===== src/rtl/axi_mem_arbiter.sv =====
// Two-port (instruction/data) arbiter onto a single-beat AXI4 master with round-robin
// grant, one outstanding transaction, and per-state handshake timeout.
module axi_mem_arbiter #(
    parameter int TIMEOUT = 255
) (
    input  logic        clk,
    input  logic        rst_n,
    // port 0: instruction side, read only
    input  logic        req0,
    input  logic [31:0] addr0,
    output logic        done0,
    output logic        err0,
    output logic [31:0] rdata0,
    // port 1: data side, read or write
    input  logic        req1,
    input  logic        we1,
    input  logic [31:0] addr1,
    input  logic [31:0] wdata1,
    input  logic [3:0]  wstrb1,
    output logic        done1,
    output logic        err1,
    output logic [31:0] rdata1,
    // AXI4 read channels
    output logic [31:0] araddr,
    output logic        arvalid,
    input  logic        arready,
    input  logic [31:0] rdata,
    input  logic [1:0]  rresp,
    input  logic        rlast,
    input  logic        rvalid,
    output logic        rready,
    // AXI4 write channels
    output logic [31:0] awaddr,
    output logic        awvalid,
    input  logic        awready,
    output logic [31:0] wdata,
    output logic [3:0]  wstrb,
    output logic        wlast,
    output logic        wvalid,
    input  logic        wready,
    input  logic [1:0]  bresp,
    input  logic        bvalid,
    output logic        bready,
    // fixed single-beat burst attributes
    output logic [7:0]  arlen,
    output logic [2:0]  arsize,
    output logic [1:0]  arburst,
    output logic [3:0]  arcache,
    output logic [7:0]  awlen,
    output logic [2:0]  awsize,
    output logic [1:0]  awburst,
    output logic [3:0]  awcache
);

    localparam int TW = $clog2(TIMEOUT + 1);

    typedef enum logic [2:0] {IDLE, RADDR, RDATA, WRITE, WRESP, DONE} state_e;

    state_e        state_q, state_d;
    logic          last_grant_q, last_grant_d;
    logic          port_q, port_d;
    logic          we_q, we_d;
    logic [31:0]   addr_q, addr_d;
    logic [31:0]   wdata_q, wdata_d;
    logic [3:0]    wstrb_q, wstrb_d;
    logic          aw_ok_q, aw_ok_d;
    logic          w_ok_q, w_ok_d;
    logic [TW-1:0] tmo_q, tmo_d;
    logic [31:0]   xrdata_q, xrdata_d;
    logic          xerr_q, xerr_d;
    logic          done0_q, done0_d, done1_q, done1_d;
    logic          err0_q, err0_d, err1_q, err1_d;
    logic [31:0]   rdata0_q, rdata0_d, rdata1_q, rdata1_d;

    logic grant;
    logic tmo_hit;
    logic aw_acc, w_acc;

    // NOTE: every variable gets a default before the case so no path leaves it unassigned
    // (an unassigned path in always_comb would infer a latch).
    always_comb begin
        state_d      = state_q;
        last_grant_d = last_grant_q;
        port_d       = port_q;
        we_d         = we_q;
        addr_d       = addr_q;
        wdata_d      = wdata_q;
        wstrb_d      = wstrb_q;
        aw_ok_d      = aw_ok_q;
        w_ok_d       = w_ok_q;
        xrdata_d     = xrdata_q;
        xerr_d       = xerr_q;
        done0_d      = 1'b0;
        done1_d      = 1'b0;
        err0_d       = err0_q;
        err1_d       = err1_q;
        rdata0_d     = rdata0_q;
        rdata1_d     = rdata1_q;
        grant        = 1'b0;
        aw_acc       = aw_ok_q | awready;
        w_acc        = w_ok_q | wready;
        tmo_hit      = (tmo_q == TW'(TIMEOUT - 1));

        unique case (state_q)
            IDLE: begin
                if (req0 || req1) begin
                    // on a tie, the port that did not win last time goes first
                    grant        = (req0 && req1) ? ~last_grant_q : req1;
                    last_grant_d = grant;
                    port_d       = grant;
                    we_d         = grant & we1;
                    addr_d       = grant ? addr1  : addr0;
                    wdata_d      = grant ? wdata1 : '0;
                    wstrb_d      = grant ? wstrb1 : '0;
                    aw_ok_d      = 1'b0;
                    w_ok_d       = 1'b0;
                    state_d      = (grant && we1) ? WRITE : RADDR;
                end
            end
            RADDR: begin
                if (arready)      state_d = RDATA;
                else if (tmo_hit) state_d = DONE;
            end
            RDATA: begin
                if (rvalid) begin
                    xrdata_d = rdata;
                    xerr_d   = (rresp != 2'b00) || !rlast;
                    state_d  = DONE;
                end else if (tmo_hit) begin
                    state_d = DONE;
                end
            end
            WRITE: begin
                aw_ok_d = aw_acc;
                w_ok_d  = w_acc;
                if (aw_acc && w_acc) state_d = WRESP;
                else if (tmo_hit)    state_d = DONE;
            end
            WRESP: begin
                if (bvalid) begin
                    xrdata_d = '0;
                    xerr_d   = (bresp != 2'b00);
                    state_d  = DONE;
                end else if (tmo_hit) begin
                    state_d = DONE;
                end
            end
            DONE: begin
                if (port_q) begin
                    done1_d  = 1'b1;
                    err1_d   = xerr_q;
                    rdata1_d = xrdata_q;
                end else begin
                    done0_d  = 1'b1;
                    err0_d   = xerr_q;
                    rdata0_d = xrdata_q;
                end
                state_d = IDLE;
            end
            default: state_d = IDLE;
        endcase

        // a timeout abort overrides whatever the state captured
        if (tmo_hit && state_d == DONE && state_q != DONE &&
            !(state_q == RDATA && rvalid) && !(state_q == WRESP && bvalid)) begin
            xrdata_d = '0;
            xerr_d   = 1'b1;
        end

        tmo_d = '0;
        if (state_d == state_q && state_q != IDLE && state_q != DONE) tmo_d = tmo_q + TW'(1);
    end

    // NOTE: sequential state uses non-blocking assignments so every flop samples pre-edge values.
    always_ff @(posedge clk) begin
        if (!rst_n) begin
            state_q      <= IDLE;
            last_grant_q <= 1'b1;
            port_q       <= 1'b0;
            we_q         <= 1'b0;
            addr_q       <= '0;
            wdata_q      <= '0;
            wstrb_q      <= '0;
            aw_ok_q      <= 1'b0;
            w_ok_q       <= 1'b0;
            tmo_q        <= '0;
            xrdata_q     <= '0;
            xerr_q       <= 1'b0;
            done0_q      <= 1'b0;
            done1_q      <= 1'b0;
            err0_q       <= 1'b0;
            err1_q       <= 1'b0;
            rdata0_q     <= '0;
            rdata1_q     <= '0;
        end else begin
            state_q      <= state_d;
            last_grant_q <= last_grant_d;
            port_q       <= port_d;
            we_q         <= we_d;
            addr_q       <= addr_d;
            wdata_q      <= wdata_d;
            wstrb_q      <= wstrb_d;
            aw_ok_q      <= aw_ok_d;
            w_ok_q       <= w_ok_d;
            tmo_q        <= tmo_d;
            xrdata_q     <= xrdata_d;
            xerr_q       <= xerr_d;
            done0_q      <= done0_d;
            done1_q      <= done1_d;
            err0_q       <= err0_d;
            err1_q       <= err1_d;
            rdata0_q     <= rdata0_d;
            rdata1_q     <= rdata1_d;
        end
    end

    assign done0   = done0_q;
    assign err0    = err0_q;
    assign rdata0  = rdata0_q;
    assign done1   = done1_q;
    assign err1    = err1_q;
    assign rdata1  = rdata1_q;

    assign araddr  = addr_q;
    assign arvalid = (state_q == RADDR);
    assign rready  = (state_q == RDATA);
    assign awaddr  = addr_q;
    assign awvalid = (state_q == WRITE) && !aw_ok_q;
    assign wvalid  = (state_q == WRITE) && !w_ok_q;
    assign wlast   = wvalid;
    assign wdata   = wdata_q;
    assign wstrb   = wstrb_q;
    assign bready  = (state_q == WRESP);

    assign arlen   = 8'd0;
    assign arsize  = 3'd2;
    assign arburst = 2'b01;
    assign arcache = 4'd7;
    assign awlen   = 8'd0;
    assign awsize  = 3'd2;
    assign awburst = 2'b01;
    assign awcache = 4'd11;

endmodule


===== config.mk =====
export PLATFORM = sky130hd
export DESIGN_NAME = axi_mem_arbiter
export DESIGN_NICKNAME = d
export VERILOG_FILES = /design/src/rtl/axi_mem_arbiter.sv
export SDC_FILE = /design/constraint.sdc
export NUM_CORES = 1
export LEC_CHECK = 0
export CAP_MARGIN = 20
export CELL_PAD_IN_SITES_DETAIL_PLACEMENT = 0
export CELL_PAD_IN_SITES_GLOBAL_PLACEMENT = 1
export CORE_UTILIZATION = 27
export CTS_CLUSTER_DIAMETER = 60
export DETAILED_ROUTE_END_ITERATION = 10
export PLACE_DENSITY_LB_ADDON = 0.1
export SLEW_MARGIN = 40
export SYNTH_ARGS = -nofsm -noshare
export SYNTH_HDL_FRONTEND = slang
export SYNTH_SLANG_ARGS = --single-unit

===== constraint.sdc =====
create_clock -name clk -period 1.6 [get_ports clk]
set_input_delay 0.24 -clock clk [delete_from_list [all_inputs] [get_ports clk]]
set_output_delay 0.24 -clock clk [all_outputs]
set_load 0.01 [all_outputs]

## Word level (Yosys, flattened, before mapping)

Cells that the tools add are included.

| cells by class | value |
|---|---|
| $add $sub $neg | 1 |
| bitwise gates (word level) | 5 |
| multiplexer cells | 24 |
| equality and inequality tests | 14 |
| reductions and logical operators | 36 |

Operator list:

| kind | count |
|---|---|
| 32-bit 2-to-1 mux | 4 |
| 32-bit one-hot mux with 2 select lines | 1 |
| 3-bit 2-to-1 mux | 6 |
| 3-bit one-hot mux with 5 select lines | 1 |
| 1-bit logical AND | 13 |
| 2-bit AND reduction | 6 |
| 3-bit == test, second input constant | 3 |
| 8-bit by 1-bit adder with 8-bit output, second input constant | 1 |
| 8-bit == test, second input constant | 1 |
| 2-bit nonzero test | 4 |
| 1-bit 2-to-1 mux | 7 |
| 3-bit by 2-bit == test with 1-bit output, second input constant | 2 |
| 2-bit inequality test, second input constant | 3 |
| 3-bit by 2-bit inequality test with 1-bit output, second input constant | 2 |
| 1-bit one-hot mux with 2 select lines | 3 |
| 3-bit AND reduction | 2 |
| 3-bit nonzero test | 2 |
| 1-bit zero test | 5 |
| 4-bit 2-to-1 mux | 1 |
| 3-bit by 1-bit == test with 1-bit output, second input constant | 1 |
| 3-bit == test | 1 |
| 3-bit zero test | 1 |
| 3-bit inequality test, second input constant | 1 |
| 1-bit inverter | 3 |
| 4 further kinds | 6 |

| word-level totals | value |
|---|---|
| bits in registers | 184 |
| input port bits | 147 |
| logic and storage cells | 97 |
| output and inout bits | 208 |

## Logic depth before layout (Yosys ltp)

Gate-level depths: netlist (run 1).

| logic depth | value |
|---|---|
| word-level depth | 13 |
| depth in mapped cells | 8 |
| gate-level depth less buffers | 7 |

## Least setup slack after synthesis (run 1)

No wires, ideal clock.

| timing path | value |
|---|---|
| kind | register to register |
| from | register tmo_q[2] |
| to | register xrdata_q[15] |
| stages on the path, launching flop included | 7 |
| period minus slack after synthesis | 1731 ps |
| buffers on the path | 1 |
| slack | -131 ps |
| data arrival time | 1590 ps |
| cell sequence | dfxtp_1 nand4_2 a2111oi_4 o2111ai_2 a31oi_4 buf_6 nor3_2 |

| on the way | value |
|---|---|
| word-level cells in the longest chain between the ends | 10 |
| elaborated cells on any way between the ends | 13 |
| classes of those cells | eq/ne: 2; mux: 6; reduce/logical: 5 |

RTL lines:

| what | RTL line | RTL |
|---|---|---|
| start: declaration | 68 | `logic [TW-1:0] tmo_q, tmo_d;` |
| start signal: assignment | 205 | `tmo_q <= tmo_d;` |
| 8-bit == test (*) | 102 | `tmo_hit = (tmo_q == TW'(TIMEOUT - 1));` |
| 3-bit 2-to-1 mux | n/a |  |
| 3-bit 2-to-1 mux, on equally long branches | n/a |  |
| 3-bit one-hot mux with 5 select lines | 104 | `unique case (state_q)` |
| 3-bit == test | 164 | `if (tmo_hit && state_d == DONE && state_q != DONE &&` |
| 1-bit logical AND (*) (3 in a row) | 164 |  |
| 1-bit logical AND (*) | 165 | `!(state_q == RDATA && rvalid) && !(state_q == WRESP && bvalid)) begin` |
| 2-bit OR reduction (no source line) (*) | n/a |  |
| end signal: assignment | 206 | `xrdata_q <= xrdata_d;` |
| end: declaration | 69 | `logic [31:0] xrdata_q, xrdata_d;` |

Every way passes the cells marked *; elsewhere a longest branch is shown, timed or not.
A chain may end at the register's enable or synchronous reset.

## Final worst setup path (run 1)

| timing path | value |
|---|---|
| from | register state_q[2] |
| to | register xrdata_q[20] |

| on the way | value |
|---|---|
| word-level cells in the longest chain between the ends | 9 |
| elaborated cells on any way between the ends | 28 |
| classes of those cells | eq/ne: 8; mux: 8; reduce/logical: 12 |

RTL lines:

| what | RTL line | RTL |
|---|---|---|
| start: declaration | 59 | `state_e state_q, state_d;` |
| start signal: assignment | 196 | `state_q <= state_d;` |
| 3-bit 2-to-1 mux | n/a |  |
| 3-bit 2-to-1 mux, on equally long branches | n/a |  |
| 3-bit one-hot mux with 5 select lines | 104 |  |
| 3-bit == test | 164 |  |
| 1-bit logical AND (3 in a row) | 164 |  |
| 1-bit logical AND | 165 |  |
| 2-bit OR reduction (no source line) | n/a |  |

Parallel ways exist; a longest one is shown, timed or not.

==> results of run 1 <==
## layer usage
layer,share of wire,GRT usage,vias to the layer above
li1,-,-,3662
met1,0.42,0.224,3484
met2,0.51,0.329,234
met3,0.068,0.0534,15
met4,0.0075,0.0454,0
met5,0,0,-
## synthesized netlist by cell type (2+ instances only)
| library cell | count | area (µm²) |
|---|---|---|
| xnor2_1 | 4 | 35.0 |
| mux2i_1 | 32 | 320 |
| xor2_1 | 2 | 17.5 |
| clkbuf_1 | 42 | 158 |
| dfxtp_1 | 184 | 3680 |
| nor3_2 | 30 | 300 |
| buf_4 | 71 | 533 |
| and3_1 | 2 | 12.5 |
| nand3_1 | 43 | 215 |
| nand2_1 | 177 | 664 |
| nor2_1 | 52 | 195 |
| a21oi_1 | 105 | 526 |
| nand2b_1 | 4 | 25.0 |
| ha_1 | 2 | 25.0 |
| inv_1 | 6 | 22.5 |
| o21ai_0 | 2 | 10.0 |
| buf_6 | 3 | 33.8 |
| conb_1 | 2 | 7.51 |
| a22oi_1 | 34 | 255 |
| nor3_1 | 4 | 20.0 |
| buf_2 | 22 | 110 |
| o22ai_1 | 2 | 12.5 |
| a211oi_1 | 32 | 240 |
## layout make-up
cell class,count,area share
Tap cell,378,0.0358
Inverter,7,0.00265
Timing Repair Buffer,445,0.366
Clock buffer,18,0.0332
Antenna cell,1,0.000189
Clock inverter,14,0.0136
Multi-Input combinational cell,589,0.268
Sequential cell,184,0.280
## cells by family after synthesis
group                    share of synthesized area
AND/OR/NAND/NOR                              0.198
AO/OA/AOI/OAI                                0.160
flip-flops                                   0.477
buffers and inverters                        0.112
multiplexers                                0.0415
XOR/XNOR                                   0.00681
adder cells (fa/ha/maj)                    0.00324
other                                     0.000973
## worst max-delay path by stage
stage,slack [ns],cells after the start,start,to
2_1_floorplan,-0.12,8,tmo_q[0]$_SDFF_PN0_,xrdata_q[15]$_SDFFE_PP0P_
3_3_place_gp,-0.56,7,arready,xrdata_q[12]$_SDFFE_PP0P_
3_5_place_dp,-0.56,7,arready,xrdata_q[13]$_SDFFE_PP0P_
4_1_cts,-0.25,9,tmo_q[0]$_SDFF_PN0_,xrdata_q[22]$_SDFFE_PP0P_
5_1_grt,-0.34,7,state_q[1]$_SDFF_PN0_,xrdata_q[0]$_SDFFE_PP0P_
6_report,-0.27,9,state_q[2]$_SDFF_PN0_,xrdata_q[20]$_SDFFE_PP0P_
## power by group through the flow
stage / clock, mW / combinational [mW] / sequential [mW]
3_3_place_gp: 0 / 2.50 / 5.08
5_1_grt: 4.78 / 2.84 / 5.00
3_5_place_dp: 0 / 2.49 / 5.08
6_report: 4.41 / 2.65 / 4.97
4_1_cts: 4.55 / 2.47 / 4.98
2_1_floorplan: 0 / 1.12 / 5.11
## stage by stage
stage / area (µm²) / setup slack (ns) / setup TNS [ns] / hold slack [ns]
finish: 13200 / -0.266 / -14.60 / 0.371
global route: 13200 / -0.340 / -26.64 / 0.360
CTS: 12700 / -0.253 / -11.90 / 0.350
detailed placement: 11600 / -0.559 / -53.49 / 0.444
global placement: 11600 / -0.556 / -53.40 / 0.438
floorplan: 7870 / -0.119 / -3.41 / 0.312
## worst max-delay path: cells and delay by family, from the launching register on
kind	cells	cell delay, ns
buffers and inverters	4	0.61
DFF	1	0.37
AOI/OAI and AO/OA	3	0.56
and+or+nand+nor	2	0.21
## cells in the final DEF, fill, tap and decap left out, drive strengths merged, types with 2 or more instances in the layout
cell type,synthesis,layout
a22oi,34,34
a21oi,105,105
buf,97,122
nor3,34,34
dfxtp,184,184
clkdlybuf4s50,0,172
nor4,2,2
a211oi,32,32
clkbuf,42,26
clkinv,0,5
o21ai,2,2
nand3,43,43
nor2,53,53
mux2i,32,32
o22ai,2,2
and3,2,2
dlymetal6s2s,0,54
ha,2,2
dlygate4sd2,0,88
nand2b,4,4
inv,7,13
xnor2,4,4
a31oi,2,2
nand2,177,177
conb,2,34
clkinvlp,0,2
xor2,2,2
## registers in the layout, indices dropped and copies added, names as in the netlist
register      count
araddr           32
aw_ok_q           1
done0             1
done1             1
err0              1
err1              1
last_grant_q      1
port_q            1
rdata0           32
rdata1           32
state_q           3
tmo_q             8
w_ok_q            1
wdata            32
wstrb             4
xerr_q            1
xrdata_q         32
## repair_timing
action / in CTS / in global routing
endpoints found under the hold margin: 0 / 0
setup buffers: 14 / 11
endpoints found under the setup margin: 250 / 223
cloned: 10 / 8
pin swaps: 9 / 32
gates resized for setup: 163 / 93
==> metrics.yaml, run 1 <==
fmax_ghz: 0.536
hold_start: "wdata1[16]"
cp.required_ns: 1.92
seqPwrFrac: 0.413
finalClockSkew_ns: 0.0147
switching_power_mw: 3.49
grt_pass1_vias: 7119
setup_violations: 113
r2r_end: "xrdata_q[20]$_SDFFE_PP0P_"
power_density_nw_per_um2: 910
grt_usage: 0.188
swShare: 0.290
slew_violations: 0
syn-mean-instance-area_um2: 8.70
path_class: "flop to flop"
drt-pass1-iter-count: 4
p_comb_frac: 0.220
ys_seq_elements: 184
core_um2: 27900
place_congestion: 0.759
cts_buffers: 17
antenna_found_initial: 1
io_buffers: 320
cts-root-buf: "clkbuf_16"
grt_max_degree: 41
fin_nets: 1393
min_to: "wdata[16]$_SDFFE_PN0P_"
io_pins: 355
min_path_type: "primary input to flop"
cp.arrival_ns: 2.18
p_clk_frac: 0.367
final_cell_count_no_fill: 1636
synthCells: 887
die_y_um: 171
multi_input_area_um2: 3540
violations: "setup timing"
cpPeakStageDelay_ns: 0.37
rsz0062_at_grt: "yes"
drtIter0Drc: 354
worstHoldPathCells: 3
vdd_drop_max_mv: 0.621
period_minus_slack_ns: 1.87
viasPerCell: 4.52
wl_per_cell_um: 17.8
dieArea_um2: 29300
crit_fanout: 6
num_rows: 61
synth-edff-count: 0
p_int_mw: 8.54
p_leak_nw: 6.01
cts_sinks: 184
cap_viol_max_count: 0
cts_buffer_depth: 2
grt-ovfl-total: 0
cp_cell_sequence: "buf_6, nand3b_1, buf_4, o221ai_4, o2111ai_2, a31oi_4, buf_6, buf_16, nor3_2"
r2r_start: "state_q[2]$_SDFF_PN0_"
h-tree-depth: 4
start_util: 0.276
syn_area_um2: 7720
regToRegSetupSlack_ns: -0.27
synth_seq_area_share: 0.477
fin_util: 0.473
synthToLayoutAreaGrowth_pct: 71.2
yosysWarningCount: 0
wirelength_mm: 29.0
clkLatencyLatePin_ns: 0.43
timing.final.ws_setup_ns: -0.266
vias: 7395
cts.clk_slew.worst_paths_ns: 0.07
fillers: 2811
outcome: "finished with violations"
hpwl_mm: 18.5
ff2ff_path_depth: 9
ant_nets: 0
postSynth.asyncResetShare: 0
grt_first_pass_wirelength_mm: 41.3
drive_gt1_frac: 0.199
hold_viol: 0
finalPower_mw: 12.0
synth.distinct_cells: 53
cts_tree: "done"
die_w_um: 171
cp_slowest_cell: "dfxtp_4"
ff_latch_area_um2: 3700
ys.flop_type: "dfxtp_1"
final.period_utilization: 1.17
startpoint_type: "flop"
cts.hold.buffers_added: 0
cpMostUsedCell: "buf_6"
place_inst: 1564
route.detailed.drc: 0
worstSetupEndpointType: "flop"
No activity file was read; power rests on OpenSTA's default activity.
==> run 2: changes to the inputs <==
--- a/config.mk
+++ b/config.mk
@@ -5,10 +5,11 @@
 export SDC_FILE = /design/constraint.sdc
 export NUM_CORES = 1
 export LEC_CHECK = 0
+export ABC_AREA = 1
 export CAP_MARGIN = 20
 export CELL_PAD_IN_SITES_DETAIL_PLACEMENT = 0
 export CELL_PAD_IN_SITES_GLOBAL_PLACEMENT = 1
-export CORE_UTILIZATION = 27
+export CORE_UTILIZATION = 26
 export CTS_CLUSTER_DIAMETER = 60
 export DETAILED_ROUTE_END_ITERATION = 10
 export PLACE_DENSITY_LB_ADDON = 0.1
==> metrics.yaml, run 2 <==
grt_first_pass_wirelength_mm: 41.3
seqPwrFrac: 0.419
cpPeakStageDelay_ns: 0.32
crit_fanout: 7
cp_cell_sequence: "buf_6, nor2_4, buf_6, nand2_4, inv_4, buf_12, buf_6"
io_pins: 355
hpwl_mm: 18.6
grt-ovfl-total: 0
wirelength_mm: 28.6
synth_area_leaders: "dfxtp_1, nand2_1, a21oi_1"
diodes: 0
die_w_um: 175
yosysWarningCount: 0
cts.hold.buffers_added: 0
num_rows: 62
start_util: 0.268
synthToLayoutAreaGrowth_pct: 65.6
grt_pass1_vias: 7282
place_congestion: 0.749
postSynth.asyncResetShare: 0
synth.distinct_cells: 33
hold_viol: 0
viasPerCell: 4.39
route.detailed.drc: 0
dpl-instance-area_um2: 11500
drive_gt1_frac: 0.179
finalClockSkew_ns: 0.0217
finalPower_mw: 12.0
synth_top_family_by_area: "simple AND/OR/NAND/NOR gates"
rsz0062_at_grt: "yes"
final_common_cell: "nand2_1"
synth-xor-area-share: 0.00676
clkLatencyLatePin_ns: 0.43
io_buffers: 320
yosys.area.top_type_share: 0.474
path_buf_inv: 5
ys.flop_type: "dfxtp_1"
tns_ns: -1.82
synth_most_common_cell: "nand2_1"
vdd_drop_max_mv: 0.638
cts-root-buf: "clkbuf_16"
final.period_utilization: 1.04
ant_nets: 0
cp_top_family: "buffers and inverters"
cp_slowest_cell: "dfxtp_2"
cpMostUsedCell: "buf_6"
wl_per_cell_um: 16.5
startpoint_type: "flop"
slew_violations: 0
cp.arrival_ns: 1.43
cp.required_ns: 1.36
p_comb_frac: 0.234
fmax_ghz: 0.600
drt-pass1-iter-count: 5
power_density_nw_per_um2: 931
yosysTopAreaCell: "dfxtp_1"
cap_viol_max_count: 0
synth_seq_area_share: 0.474
antenna_found_initial: 1
fin_nets: 1486
switching_power_mw: 3.60
final_cell_mix: "nand2_1, clkdlybuf4s50_1, dfxtp_1"
syn-mean-instance-area_um2: 7.71
min_path_type: "primary input to flop"
fin_area_um2: 12900
die_y_um: 175
cts_tree: "done"
violations: "setup timing"
grt_usage: 0.173
synth-edff-count: 0
setup_violations: 55
final_cell_count_no_fill: 1734
worstSetupEndpointType: "primary output"
p_int_mw: 8.39
core_um2: 29000
h-tree-depth: 4
synth_compound_area_frac: 0.159
outcome: "finished with violations"
cts.clk_slew.worst_paths_ns: 0.08
cts_buffer_depth: 2
cts_buffers: 17
grt_max_degree: 61
timing.final.ws_setup_ns: -0.0661
ys_seq_elements: 184
period_minus_slack_ns: 1.67
cts_sinks: 184
dieArea_um2: 30600
synthMuxAreaShare: 0
drtIter0Drc: 280
p_clk_frac: 0.347
swShare: 0.300
synthCells: 1008
yosys.area_share.simple: 0.238
synthAdderAreaFrac: 0.00322
path_class: "flop to primary output"
vias: 7614
place_inst: 1675
syn_area_um2: 7770
synth.top_cells.by_count: "nand2_1, dfxtp_1, a21oi_1"
p_leak_nw: 5.88
run 2: cell families after synthesis:
family | after synthesis
xor+xnor | 6
buf+inv | 153
fa+ha+maj | 2
flops | 184
compound gates | 246
other cells | 2
simple gates | 415
run 2: layout make-up:
type,count,area (µm²)
well taps,384,480
flip-flops and latches,184,3690
multi-input cells,703,3560
inverters,21,91.3
repair buffers,410,4470
clock inverters,14,133
clock buffers,18,439
fillers,2898,16100
run 2: path summary, 6_finish.rpt:
check,from,end,slack (ns),cells after the start
max,state_q[1]$_SDFF_PN0_,bready,-0.07,7
min,rst_n,araddr[6]$_SDFFE_PN0P_,0.17,3
max reg2reg,state_q[1]$_SDFF_PN0_,xrdata_q[0]$_SDFFE_PP0P_,-0.06,12
min reg2reg,rdata1[26]$_SDFFE_PN0P_,rdata1[26]$_SDFFE_PN0P_,0.46,2
run 2: power by group through the flow:
stage	clock [mW]	combinational [mW]	sequential, mW
finish	4.16	2.80	5.02
floorplan	0	1.19	5.17
global placement	0	2.53	5.13
global route	4.48	3.02	5.05
CTS	4.31	2.57	5.02
detailed placement	0	2.52	5.13
run 2: per-layer routing:
layer  routed length, µm  vias up  GRT usage
met3                1790       15     0.0461
met2               13400      241      0.291
met1               13100     3511      0.221
met4                 228        2     0.0384
met5                  13        -          0
li1                    -     3845          -
run 2: tightest hold or removal path, cell delays in order:
cell	delay (ns)
buf_2	0.18
o21ai_0	0.10
a21oi_1	0.04
run 2: stage by stage:
stage	hold slack [ns]	utilization	worst slack [ns]
2_1_floorplan	0.383	-	0.0656
3_3_place_gp	0.450	0.396	-0.152
3_5_place_dp	0.452	0.396	-0.158
4_1_cts	0.152	0.422	-0.0903
5_1_grt	0.176	0.443	-0.154
6_report	0.170	0.443	-0.0661
run 2: what timing repair did:
| item | CTS | global route |
|---|---|---|
| gates cloned | 3 | 10 |
| pin swaps | 11 | 15 |
| setup endpoints to repair | 120 | 162 |
| setup buffers | 10 | 6 |
| endpoints found under the hold margin | 0 | 0 |
| gates resized for setup | 133 | 115 |
